File: src/rtl/fade_scheduler.sv
// fade_scheduler: per-channel triangle fade generator that time-shares one gamma LUT read port.
// Optional build macro GAMMA_BYPASS_EN adds a gamma_bypass input that routes the raw triangle to level.
//
// state   | meaning
// IDLE    | waiting for a prescaler tick
// ISSUE   | LUT read in flight for channel idx
// CAPTURE | LUT data valid, latch level[idx], pick next channel
module fade_scheduler #(
  parameter int CHANNELS   = 2,
  parameter int PWM_WIDTH  = 8,
  parameter int PRESCALE   = 300000,
  parameter int PRESCALE_W = 26
) (
  input  logic                          clk,
  input  logic                          rst_n,
  input  logic                          enable,
  input  logic [CHANNELS-1:0]           ch_en,
`ifdef GAMMA_BYPASS_EN
  input  logic                          gamma_bypass,
`endif
  output logic                          lut_en,
  output logic [PWM_WIDTH-1:0]          lut_addr,
  input  logic [PWM_WIDTH-1:0]          lut_data,
  output logic [CHANNELS*PWM_WIDTH-1:0] level,
  output logic [CHANNELS-1:0]           level_valid,
  output logic                          busy
);
  localparam int IDX_W = (CHANNELS > 1) ? $clog2(CHANNELS) : 1;
  localparam int POS_W = PWM_WIDTH + 1;

  typedef enum logic [1:0] {S_IDLE, S_ISSUE, S_CAPTURE} state_t;

  state_t                state;
  logic [PRESCALE_W-1:0] pre_cnt;
  logic                  tick;
  logic                  pending;
  logic [IDX_W-1:0]      idx;
  logic [POS_W-1:0]      pos     [CHANNELS];
  logic [POS_W-1:0]      pos_nxt [CHANNELS];
  logic [PWM_WIDTH-1:0]  lvl     [CHANNELS];
  logic                  lo_found, nx_found;
  logic [IDX_W-1:0]      lo_idx, nx_idx;
  logic [PWM_WIDTH-1:0]  lo_tri, nx_tri;
  logic                  issue_go;
  logic [IDX_W-1:0]      issue_idx;
  logic [PWM_WIDTH-1:0]  issue_tri;
  logic [PWM_WIDTH-1:0]  cap_data;
  logic                  use_lut;

  function automatic logic [PWM_WIDTH-1:0] tri_of(input logic [POS_W-1:0] p);
    return p[PWM_WIDTH] ? ~p[PWM_WIDTH-1:0] : p[PWM_WIDTH-1:0];
  endfunction

  // Channels start evenly spread around the triangle period.
  function automatic logic [POS_W-1:0] pos_init(input int i);
    return POS_W'((i * (1 << POS_W)) / CHANNELS);
  endfunction

  assign tick = enable && (pre_cnt == PRESCALE_W'(PRESCALE - 1));

  always_comb begin
    for (int i = 0; i < CHANNELS; i++) begin
      pos_nxt[i] = pos[i] + POS_W'(tick && ch_en[i]);
    end
  end

  always_comb begin
    lo_found = 1'b0;
    lo_idx   = '0;
    nx_found = 1'b0;
    nx_idx   = '0;
    for (int i = CHANNELS - 1; i >= 0; i--) begin
      if (ch_en[i]) begin
        lo_found = 1'b1;
        lo_idx   = IDX_W'(i);
      end
      if (ch_en[i] && (i > int'(idx))) begin
        nx_found = 1'b1;
        nx_idx   = IDX_W'(i);
      end
    end
  end

  // Addresses always come from post-tick positions so a tick in the issue cycle is honoured.
  assign lo_tri = tri_of(pos_nxt[lo_idx]);
  assign nx_tri = tri_of(pos_nxt[nx_idx]);

  always_comb begin
    issue_go  = 1'b0;
    issue_idx = lo_idx;
    issue_tri = lo_tri;
    case (state)
      S_IDLE:    issue_go = tick && lo_found;
      S_CAPTURE: begin
        if (nx_found) begin
          issue_go  = 1'b1;
          issue_idx = nx_idx;
          issue_tri = nx_tri;
        end else begin
          issue_go = (pending || tick) && lo_found;
        end
      end
      default:   issue_go = 1'b0;
    endcase
  end

`ifdef GAMMA_BYPASS_EN
  logic [PWM_WIDTH-1:0] tri_q;

  assign use_lut  = !gamma_bypass;
  assign cap_data = gamma_bypass ? tri_q : lut_data;

  always_ff @(posedge clk) begin
    if (!rst_n)        tri_q <= '0;
    else if (issue_go) tri_q <= issue_tri;
  end
`else
  assign use_lut  = 1'b1;
  assign cap_data = lut_data;
`endif

  always_ff @(posedge clk) begin
    if (!rst_n) begin
      state       <= S_IDLE;
      pre_cnt     <= '0;
      pending     <= 1'b0;
      idx         <= '0;
      lut_en      <= 1'b0;
      lut_addr    <= '0;
      level_valid <= '0;
      busy        <= 1'b0;
      for (int i = 0; i < CHANNELS; i++) begin
        pos[i] <= pos_init(i);
        lvl[i] <= '0;
      end
    end else begin
      if (enable) pre_cnt <= tick ? '0 : pre_cnt + PRESCALE_W'(1);
      for (int i = 0; i < CHANNELS; i++) pos[i] <= pos_nxt[i];
      level_valid <= '0;
      lut_en      <= 1'b0;

      if (issue_go) begin
        state  <= S_ISSUE;
        busy   <= 1'b1;
        idx    <= issue_idx;
        lut_en <= use_lut;
        if (use_lut) lut_addr <= issue_tri;
      end

      case (state)
        S_IDLE: ;
        S_ISSUE: begin
          state <= S_CAPTURE;
          if (tick) pending <= 1'b1;
        end
        S_CAPTURE: begin
          lvl[idx]         <= cap_data;
          level_valid[idx] <= 1'b1;
          // A tick landing exactly as the pending one is consumed stays queued.
          if (nx_found) begin
            if (tick) pending <= 1'b1;
          end else if (issue_go) begin
            pending <= pending & tick;
          end else begin
            state   <= S_IDLE;
            busy    <= 1'b0;
            pending <= 1'b0;
          end
        end
        default: state <= S_IDLE;
      endcase
    end
  end

  always_comb begin
    level = '0;
    for (int i = 0; i < CHANNELS; i++) level[i*PWM_WIDTH +: PWM_WIDTH] = lvl[i];
  end

endmodule
File: config.mk
export PLATFORM = sky130hd
export DESIGN_NAME = fade_scheduler
export DESIGN_NICKNAME = d
export VERILOG_FILES = /design/src/rtl/fade_scheduler.sv
export SDC_FILE = /design/constraint.sdc
export NUM_CORES = 1
export LEC_CHECK = 0
export ABC_AREA = 1
export BUFFER_PORTS_ARGS = -buffer_cell sky130_fd_sc_hd__buf_2
export CORE_ASPECT_RATIO = 1.1
export CORE_UTILIZATION = 53
export DETAILED_ROUTE_END_ITERATION = 6
export GPL_TIMING_DRIVEN = 0
export MAX_ROUTING_LAYER = met4
export PLACE_DENSITY = 0.85
export SETUP_SLACK_MARGIN = 0.15
export SLEW_MARGIN = 10
export SYNTH_ARGS = -nofsm -noshare
export SYNTH_HDL_FRONTEND = slang
export SYNTH_SLANG_ARGS = --single-unit
export TNS_END_PERCENT = 50
File: constraint.sdc
create_clock -name clk -period 2.4 [get_ports clk]
set_input_delay 0.24 -clock clk [delete_from_list [all_inputs] [get_ports clk]]
set_output_delay 0.24 -clock clk [all_outputs]
set_load 0.05 [all_outputs]
==> flow_metrics.tcl, run 1 <==
set metrics [dict create \
    status "finished with violations" \
    via_count 3911 \
    clk_pin_slew_ns 0.09 \
    cts_sinks 76 \
    placed_area_sq_um 4410 \
    fin_skew_ns 0.0111 \
    synth_top_area_share_pct 29.9 \
    yosys.area.top_type "dfxtp_1" \
    synth_warnings 0 \
    worstPathMaxFanout 5 \
    peakVddDrop_mv 0.290 \
    cp-end-kind "flip-flop" \
    yosysSeqAreaShare_pct 41.8 \
    place_hpwl_microns 6810 \
    synth_edf_count 16 \
    min_period_over_period_pct 105 \
    grt_pass1_vias 3604 \
    ys.flop_type "dfxtp_1" \
    synth_area_sq_um 4020 \
    drive_gt1_share_pct 26.1 \
    ys_types 39 \
    critPathRequiredTime_ns 2.65 \
    syn-num-nets 582 \
    dp_slack_ns -0.371 \
    nNetsFinal 657 \
    ys_ff_latch 76 \
    gp_congestion 0.983 \
    path_cells "ha_4 > nand2_2 > inv_2 > nand2_4 > nor2_4 > nand3_4 > nor2_4 > ha_4 > ha_4 > inv_2 > nor2_4 > nand3_2 > nand3_2 > nand2_2 > buf_6 > nand2_1 > nand2_1 > o21ai_2 > nand2_1 > nand2_1 > inv_1" \
    cts_max_path_buffers 2 \
    firstDrtPassIters 5 \
    dieArea_sq_um 7940 \
    cts_buffers 9 \
    ys_top_cells_by_area "dfxtp_1 (30%), nand2_1 (12%), edfxtp_1 (12%), nand3_1 (7.1%), nor2_1 (6.7%)" \
    ant_nets 0 \
    setup_viol 8 \
    p_total_mw 2.44 \
    hold_viol_final 0 \
    power.density_nw_per_um2 495 \
    worstSetupPathType "reg2reg" \
    worstSkewPairLatency_ns 0.35 \
    core_sq_um 7170 \
    wire_per_inst_microns 13.6 \
    antenna_cells 0 \
    slowest_delay_ns 0.37 \
    die_x_microns 85.1 \
    grt_use_total_pct 26.1 \
    areaGrowthSynthToFinish_pct 22.4 \
    fill_cells 572 \
    critPathArrivalTime_ns 2.77 \
    post-route-cell-area_sq_um 4920 \
    crit_family "simple AND/OR/NAND/NOR gates" \
    relSlewSlack_pct 62.0 \
    critPathBufInv 4 \
    ios 41 \
    startpoint_type "flip-flop" \
    slowest_stage "dfxtp_4" \
    fin_ws_ns -0.117 \
    leakage_nw 2.22 \
    hold_path.class "in2reg" \
    async_reset_ff_share_pct 0 \
    grt_start_max_net_pins 17 \
    synthCells 560 \
    rows 32 \
    maxSlewViolCount 0 \
    io_buffers 39 \
    cts_root_buffer "clkbuf_8" \
    tns_ns -0.694 \
    drt_iter0_drc 255 \
    avgSynthCellArea_sq_um 7.18 \
    grt_pass1_wl_microns 16200 \
    cts_tree "yes" \
    finalWirelength_microns 9840 \
    dieHeight_microns 93.4 \
    grt_overflow 0 \
    vias_per_cell 5.39 \
    drc 0 \
    period_minus_slack_ns 2.52 \
    antenna_found_initial 0 \
    max-cap-violations 0 \
    worst_pin_slew_ns 0.570 \
    max_freq_ghz 0.397 \
    start_util_pct 56.1 \
    crit_top_cell "nand2_1" \
    htreeDepth 3 \
    violations "negative setup slack" \
    grt_setup_unrepaired "yes" \
]
## stage by stage
stage / utilization (%) / instances / hold slack [ns]
floorplan: - / 560 / 0.378
global placement: 61.6 / 684 / 0.445
detailed placement: 61.6 / 684 / 0.452
CTS: 67.2 / 716 / 0.190
global route: 68.7 / 725 / 0.190
finish: 68.7 / 725 / 0.189
## tightest hold or removal path, cell delays in order
cell	delay, ns
buf_2	0.07
inv_1	0.04
nor2_1	0.08
## final cells by class
type | instances | area [sq um] | share of cell area [%]
Buffer | 10 | 61.3 | 1.25
Clock buffer | 9 | 124 | 2.52
Clock inverter | 7 | 65.1 | 1.32
Inverter | 85 | 319 | 6.48
Multi-Input combinational cell | 389 | 2170 | 44.1
Sequential cell | 76 | 1690 | 34.4
Tap cell | 85 | 106 | 2.16
Timing Repair Buffer | 64 | 387 | 7.85
## final timing paths
check,start,endpoint,slack (ns),cells past startpoint
setup / recovery,pre_cnt[0],lut_addr[4],-0.12,21
setup reg to reg,pre_cnt[0],lut_addr[4],-0.12,21
hold / removal,lut_data[3],lvl[0][3],0.19,3
hold reg to reg,pre_cnt[20],pre_cnt[20],0.46,2
## registers in the layout, summed over array words and instances (netlist names)
register,count
state,2
busy,1
lvl,16
level_valid,2
pre_cnt,26
pos,18
idx,1
lut_en,1
pending,1
lut_addr,8
## power by group
group          total (mW)  internal, mW  switching [mW]
clock               0.940         0.401           0.540
sequential           1.32          1.31         0.00526
combinational       0.180        0.0538           0.127
total                2.44          1.77           0.671
## cell usage after synthesis, drive strengths merged, types with 3 or more instances
cell	instances
xor2	6
buf	7
edfxtp	16
nand4	9
inv	84
ha	9
nand3b	4
nand2	137
a21oi	30
nand3	61
nor3	11
o21ai	18
clkbuf	3
nor4	3
xnor2	5
o21a	3
dfxtp	60
nor2	86
## what timing repair did
item / in CTS / in global routing
cloned: 1 / 0
hold buffers: 0 / 0
setup buffers: 15 / 9
setup endpoints to repair: 8 / 8
pin swaps: 17 / 13
gates resized for setup: 23 / 8
## cell usage in the layout, fill, tap and decap left out, types with 9 or more instances in the layout
cell and n:
edfxtp_1 16, buf_4 25, o21ai_0 11, nand3_1 47, dfxtp_1 54, nand2_2 10, nor2_1 68, nand2_1 126
nand3_2 12, clkbuf_8 9, inv_2 13, inv_1 71, a21oi_1 29, nor2_4 10, buf_2 43
## per-layer routing
metal  routed length [microns]  GRT usage [%]  vias to the layer above  share of wire, %
met2                      4830           44.2                      135                49
met5                         0              -                        -                 0
met4                       278           10.7                        0               2.8
li1                          -              -                     1941                 -
met1                      4180           31.4                     1802                43
met3                       545           3.80                       33               5.5
## logic make-up after synthesis
kind of cell,Yosys count,share of synthesized area [%]
flops,76,41.8
compound gates,54,7.16
fa+ha+maj,9,2.80
xor+xnor,11,2.40
simple gates,315,36.5
buf+inv,95,9.37
Note: power is estimated with default switching activity, not from simulation.
==> run 2, diff against run 1 <==
--- a/config.mk
+++ b/config.mk
@@ -7,7 +7,6 @@
 export LEC_CHECK = 0
 export ABC_AREA = 1
 export BUFFER_PORTS_ARGS = -buffer_cell sky130_fd_sc_hd__buf_2
-export CORE_ASPECT_RATIO = 1.1
 export CORE_UTILIZATION = 53
 export DETAILED_ROUTE_END_ITERATION = 6
 export GPL_TIMING_DRIVEN = 0
==> run 2 against run 1 <==
Largest cell class unchanged. The run still ends with negative setup slack left. Non-clock buffer count is 8 lower. Fmax down 0.16%. Combinational power hardly changed. Highest routed layer unchanged. First-iteration DRC count decreased by 24%.
==> flow_metrics.tcl, run 2 (synthesis gave the netlist of run 1 again) <==
set metrics [dict create \
    cts_max_path_buffers 2 \
    grt_pass1_vias 3718 \
    antenna_cells 0 \
    critPathRequiredTime_ns 2.66 \
    max_freq_ghz 0.397 \
    io_buffers 39 \
    dieHeight_microns 89.1 \
    areaGrowthSynthToFinish_pct 22.0 \
    fin_ws_ns -0.121 \
    wire_per_inst_microns 13.4 \
    critPathArrivalTime_ns 2.79 \
    setup_viol 8 \
    leakage_nw 2.19 \
    grt_pass1_wl_microns 15800 \
    relSlewSlack_pct 61.9 \
    fin_util_pct 67.3 \
    instances_no_fill 731 \
    cts_root_buffer "clkbuf_8" \
    largest_reg_flops 26 \
    cts_sinks 76 \
    top_register "pre_cnt" \
    antenna_found_initial 0 \
    die_x_microns 89.1 \
    drt_iter0_drc 194 \
    htreeDepth 3 \
    peakVddDrop_mv 0.381 \
    reg.largest.list "pre_cnt (26), pos (18), lvl (16)" \
    max-cap-violations 0 \
    ios 41 \
    dieArea_sq_um 7940 \
    core_sq_um 7290 \
    cp-end-kind "flip-flop" \
    grt_setup_unrepaired "yes" \
    grt_start_max_net_pins 17 \
    ff2ff_setup_slack_ns -0.12 \
    fin_skew_ns 0.0103 \
    violations "negative setup slack" \
    layout_common_cells "nand2_1 (126), inv_1 (71), nor2_1 (68)" \
    dp_cells 698 \
    min_period_over_period_pct 105 \
    ant_nets 0 \
    drive_gt1_share_pct 24.8 \
    via_count 3902 \
    worst_pin_slew_ns 0.569 \
    power.density_nw_per_um2 501 \
    holdWs_ns 0.178 \
    worstSetupPathType "reg2reg" \
    grt_use_total_pct 27.1 \
    start_util_pct 55.1 \
    nNetsFinal 649 \
    hold_path.class "in2reg" \
    maxSlewViolCount 0 \
    rows 31 \
    worstSkewPairLatency_ns 0.36 \
    period_minus_slack_ns 2.52 \
    startpoint_type "flip-flop" \
    worstPathMaxFanout 5 \
    final_common_cell "nand2_1" \
    holdBufCountCts 0 \
    grt_overflow 0 \
    cts_buffers 9 \
    hold_viol_final 0 \
    cts_tree "yes" \
    firstDrtPassIters 5 \
    gp_congestion 0.921 \
    clk_pin_slew_ns 0.09 \
    drc 0 \
    vias_per_cell 5.34 \
    tns_ns -0.519 \
    place_hpwl_microns 7030 \
    finalWirelength_microns 9820 \
    status "finished with violations" \
]
[run 2: cell count changes in the layout (fill, tap and decap cells not counted), sizes merged]
cell,delta
inv,+1
buf,-8
clkinv,-1
[run 2: metrics by stage]
step	total power [mW]	setup WS [ns]	instance area, sq um
after global placement	1.50	-0.330	4430
after CTS	2.46	-0.0490	4800
final	2.46	-0.121	4910
after floorplan	1.46	0.0651	4110
after detailed placement	1.50	-0.379	4430
after global routing	2.54	-0.235	4910
[run 2: layout make-up]
type	instances	area, sq um
Buffer	10	61.3
Clock inverter	7	65.1
Multi-Input combinational cell	389	2190
Clock buffer	9	124
Inverter	85	319
Fill cell	651	2390
Timing Repair Buffer	56	327
Sequential cell	76	1690
Tap cell	99	124
[run 2: layer usage]
metal	GRT usage, %	share of wire (%)	vias up
met5	-	0	-
met4	12.8	3.0	0
met3	5.82	5.1	30
met2	48.0	51	97
met1	28.6	40	1856
li1	-	-	1919
[run 2: critical path, cell delays in order (launching register included)]
cell and delay (ns):
dfxtp_4 0.37, ha_4 0.14, nand2_2 0.05, inv_2 0.07
nand2_4 0.06, nor2_4 0.11, nand3_4 0.11, nor2_4 0.14
ha_4 0.16, ha_4 0.14, inv_2 0.04, nor2_4 0.13
nand2_1 0.08, nand2_2 0.14, nand3_4 0.09, nand2_4 0.09
buf_6 0.13, nor2_4 0.03, o21ai_2 0.18, nand2_1 0.08
nand2_1 0.06, inv_1 0.04
[run 2: path summary, 6_finish.rpt]
check                     end  depth (start not counted)        start
setup / recovery  lut_addr[2]                         21   pre_cnt[0]
hold / removal            idx                          3        rst_n
setup reg to reg  lut_addr[2]                         21   pre_cnt[0]
hold reg to reg   pre_cnt[25]                          1  pre_cnt[25]
[run 2: repair_timing]
item | CTS | global route
cloned | 1 | 0
setup endpoints to repair | 8 | 8
buffers inserted | 13 | 3
pin swaps | 15 | 3
gates resized for setup | 21 | 16
[run 2: report_power, final]
part	total, mW	switching (mW)	internal (mW)
Clock	0.962	0.560	0.403
Sequential	1.32	0.00525	1.31
Combinational	0.178	0.125	0.0532
Total	2.46	0.690	1.77
==> run 3, diff against run 2 <==
--- a/config.mk
+++ b/config.mk
@@ -7,11 +7,13 @@
 export LEC_CHECK = 0
 export ABC_AREA = 1
 export BUFFER_PORTS_ARGS = -buffer_cell sky130_fd_sc_hd__buf_2
-export CORE_UTILIZATION = 53
+export CELL_PAD_IN_SITES_DETAIL_PLACEMENT = 1
+export CELL_PAD_IN_SITES_GLOBAL_PLACEMENT = 2
+export CORE_UTILIZATION = 30
 export DETAILED_ROUTE_END_ITERATION = 6
 export GPL_TIMING_DRIVEN = 0
 export MAX_ROUTING_LAYER = met4
-export PLACE_DENSITY = 0.85
+export PLACE_DENSITY = 0.84
 export SETUP_SLACK_MARGIN = 0.15
 export SLEW_MARGIN = 10
 export SYNTH_ARGS = -nofsm -noshare
==> run 3 against run 2 <==
The run still ends with negative setup slack left. Global-route usage decreased by 9.0 points. Clock-buffer cell count rose by 1. Via count decreased by 1.9%. Non-clock buffer count fell by 3. Combinational power hardly changed. Largest power group is now the clock network. Clock power up 38%. Fmax decreased by 0.80%. Final cell count up 9.6%. Critical path type unchanged. Largest cell class unchanged. Register-to-register slack worse by 0.02 ns. Die area is 75% higher.
==> flow_metrics.tcl, run 3 (synthesis gave the netlist of run 1 again) <==
set metrics [dict create \
    peakVddDrop_mv 0.212 \
    clk_pin_slew_ns 0.06 \
    gp_congestion 0.834 \
    setup_viol 8 \
    critPathRequiredTime_ns 2.64 \
    top_register "pre_cnt" \
    leakage_nw 2.22 \
    io_buffers 39 \
    critPathArrivalTime_ns 2.78 \
    period_minus_slack_ns 2.54 \
    die_x_microns 118 \
    finalWirelength_microns 11600 \
    vias_per_cell 4.78 \
    place_hpwl_microns 8810 \
    grt_setup_unrepaired "yes" \
    startpoint_type "flip-flop" \
    wire_per_inst_microns 14.5 \
    via_count 3828 \
    cts_sinks 76 \
    htreeDepth 3 \
    p_clk_share_pct 46.9 \
    switchingPower_mw 0.665 \
    seqCellArea_sq_um 1690 \
    worstSetupPathType "reg2reg" \
    max_freq_ghz 0.394 \
    p_total_mw 2.83 \
    cts_tree "yes" \
    holdBufCountCts 0 \
    antenna_cells 0 \
    multi_input_area_sq_um 2210 \
    max-cap-violations 0 \
    layout_common_cells "nand2_1 (124), inv_1 (71), nor2_1 (68)" \
    comb_power_share_pct 6.3 \
    fin_ws_ns -0.141 \
    violations "negative setup slack" \
    grt_overflow 0 \
    areaGrowthSynthToFinish_pct 26.5 \
    core_sq_um 12800 \
    rows 41 \
    largest_reg_flops 26 \
    antenna_found_initial 0 \
    relSlewSlack_pct 59.9 \
    power.density_nw_per_um2 555 \
    worst_pin_slew_ns 0.601 \
    ios 41 \
    cell_internal_pwr_mw 2.16 \
    dieArea_sq_um 13900 \
    dp_slack_ns -0.512 \
    grt_start_max_net_pins 14 \
    cp-end-kind "flip-flop" \
    status "finished with violations" \
    drt_iter0_drc 124 \
    fin_skew_ns 0.00975 \
    hold_path.class "in2reg" \
    start_util_pct 31.4 \
    worstPathMaxFanout 5 \
    cts_root_buffer "clkbuf_16" \
    reg2reg_from "pre_cnt[1]" \
    ant_nets 0 \
    hold_viol_final 0 \
    min_period_over_period_pct 106 \
    cts_buffers 9 \
    reg.largest.list "pre_cnt (26), pos (18), lvl (16)" \
    cts_max_path_buffers 2 \
    nNetsFinal 646 \
    slowest_delay_ns 0.36 \
    grt_pass1_wl_microns 19400 \
    min_from "lut_data[6]" \
    fill_cells 1631 \
    maxSlewViolCount 0 \
    pwr-share-seq_pct 46.7 \
    grt_use_total_pct 18.0 \
    swShare_pct 23.5 \
    dieHeight_microns 118 \
    worstSkewPairLatency_ns 0.34 \
    slowest_stage "dfxtp_2" \
    firstDrtPassIters 4 \
    final_common_cell "nand2_1" \
    critPathLaunch "pre_cnt[1]" \
    drive_gt1_share_pct 24.5 \
    grt_pass1_vias 4024 \
    drc 0 \
    path_cells "ha_4 > nand2_2 > inv_2 > nand2_4 > nor2_4 > nand3_4 > nor2_4 > ha_4 > ha_4 > inv_2 > nor2_4 > nand2_2 > nand2_4 > nand3_2 > nand2_2 > buf_6 > nor2_2 > o21ai_2 > nand2_1 > nand2_1 > inv_1" \
]
[run 3: cell count changes in the layout (fill, tap and decap cells not counted), moves of 2 or more]
cell / delta
clkbuf_8: -9
inv_8: -2
buf_4: -3
dfxtp_2: -3
nand2_1: -2
dfxtp_1: +3
clkinv_2: +3
inv_6: -3
nand2_2: +2
clkbuf_16: +9
[run 3: worst paths after layout]
| path | end | slack, ns | cells after the start |
|---|---|---|---|
| worst max-delay path | lut_addr[2] | -0.14 | 21 |
| worst min-delay path | lvl[0][6] | 0.21 | 3 |
| worst max register to register | lut_addr[2] | -0.14 | 21 |
| worst min register to register | pre_cnt[20] | 0.47 | 2 |
[run 3: through the flow]
| step | instances | util [%] | hold WS, ns | instance area (sq um) | setup TNS, ns |
|---|---|---|---|---|---|
| after floorplan | 560 | - | 0.378 | 4110 | 0 |
| after global placement | 771 | 35.2 | 0.446 | 4520 | -2.75 |
| after detailed placement | 771 | 35.2 | 0.460 | 4520 | -3.48 |
| after CTS | 798 | 39.0 | 0.204 | 5000 | -0.802 |
| after global routing | 801 | 39.7 | 0.219 | 5090 | -2.42 |
| final | 801 | 39.7 | 0.211 | 5090 | -0.946 |
[run 3: area by class of cell]
| cell class | instances | area share, % |
|---|---|---|
| Clock inverter | 6 | 1.11 |
| Buffer | 10 | 1.20 |
| Timing Repair Buffer | 53 | 5.97 |
| Tap cell | 172 | 4.23 |
| Inverter | 85 | 6.27 |
| Clock buffer | 10 | 4.50 |
| Sequential cell | 76 | 33.2 |
| Multi-Input combinational cell | 389 | 43.5 |
[run 3: what timing repair did]
action / 4_1_cts / 5_1_grt
setup endpoints to repair: 8 / 8
cloned: 1 / 0
resized for setup: 24 / 15
pin swaps: 14 / 11
buffers inserted: 10 / 3
[run 3: per-layer routing]
metal	vias to the layer above	wire (microns)	GRT usage, %	part of all wire, %
met2	49	6020	30.9	52
met1	1845	4960	20.6	43
met5	-	0	-	0
met3	18	365	3.44	3.1
li1	1916	-	-	-
met4	0	257	7.21	2.2
[run 3: power by group through the flow]
| stage | Clock (mW) | Combinational [mW] | Sequential, mW |
|---|---|---|---|
| final | 1.33 | 0.179 | 1.32 |
| after global routing | 1.42 | 0.197 | 1.32 |
| after CTS | 1.37 | 0.175 | 1.32 |
| after detailed placement | 0 | 0.163 | 1.35 |
| after global placement | 0 | 0.160 | 1.35 |
| after floorplan | 0 | 0.0749 | 1.38 |
[run 3: worst max-delay path: cells and delay by family (launching register included)]
| kind | cells | cell delay (ns) |
|---|---|---|
| and+or+nand+nor | 13 | 1.18 |
| adders and majority gates | 3 | 0.44 |
| DFF | 1 | 0.36 |
| buffers and inverters | 4 | 0.29 |
| AOI/OAI and AO/OA | 1 | 0.14 |
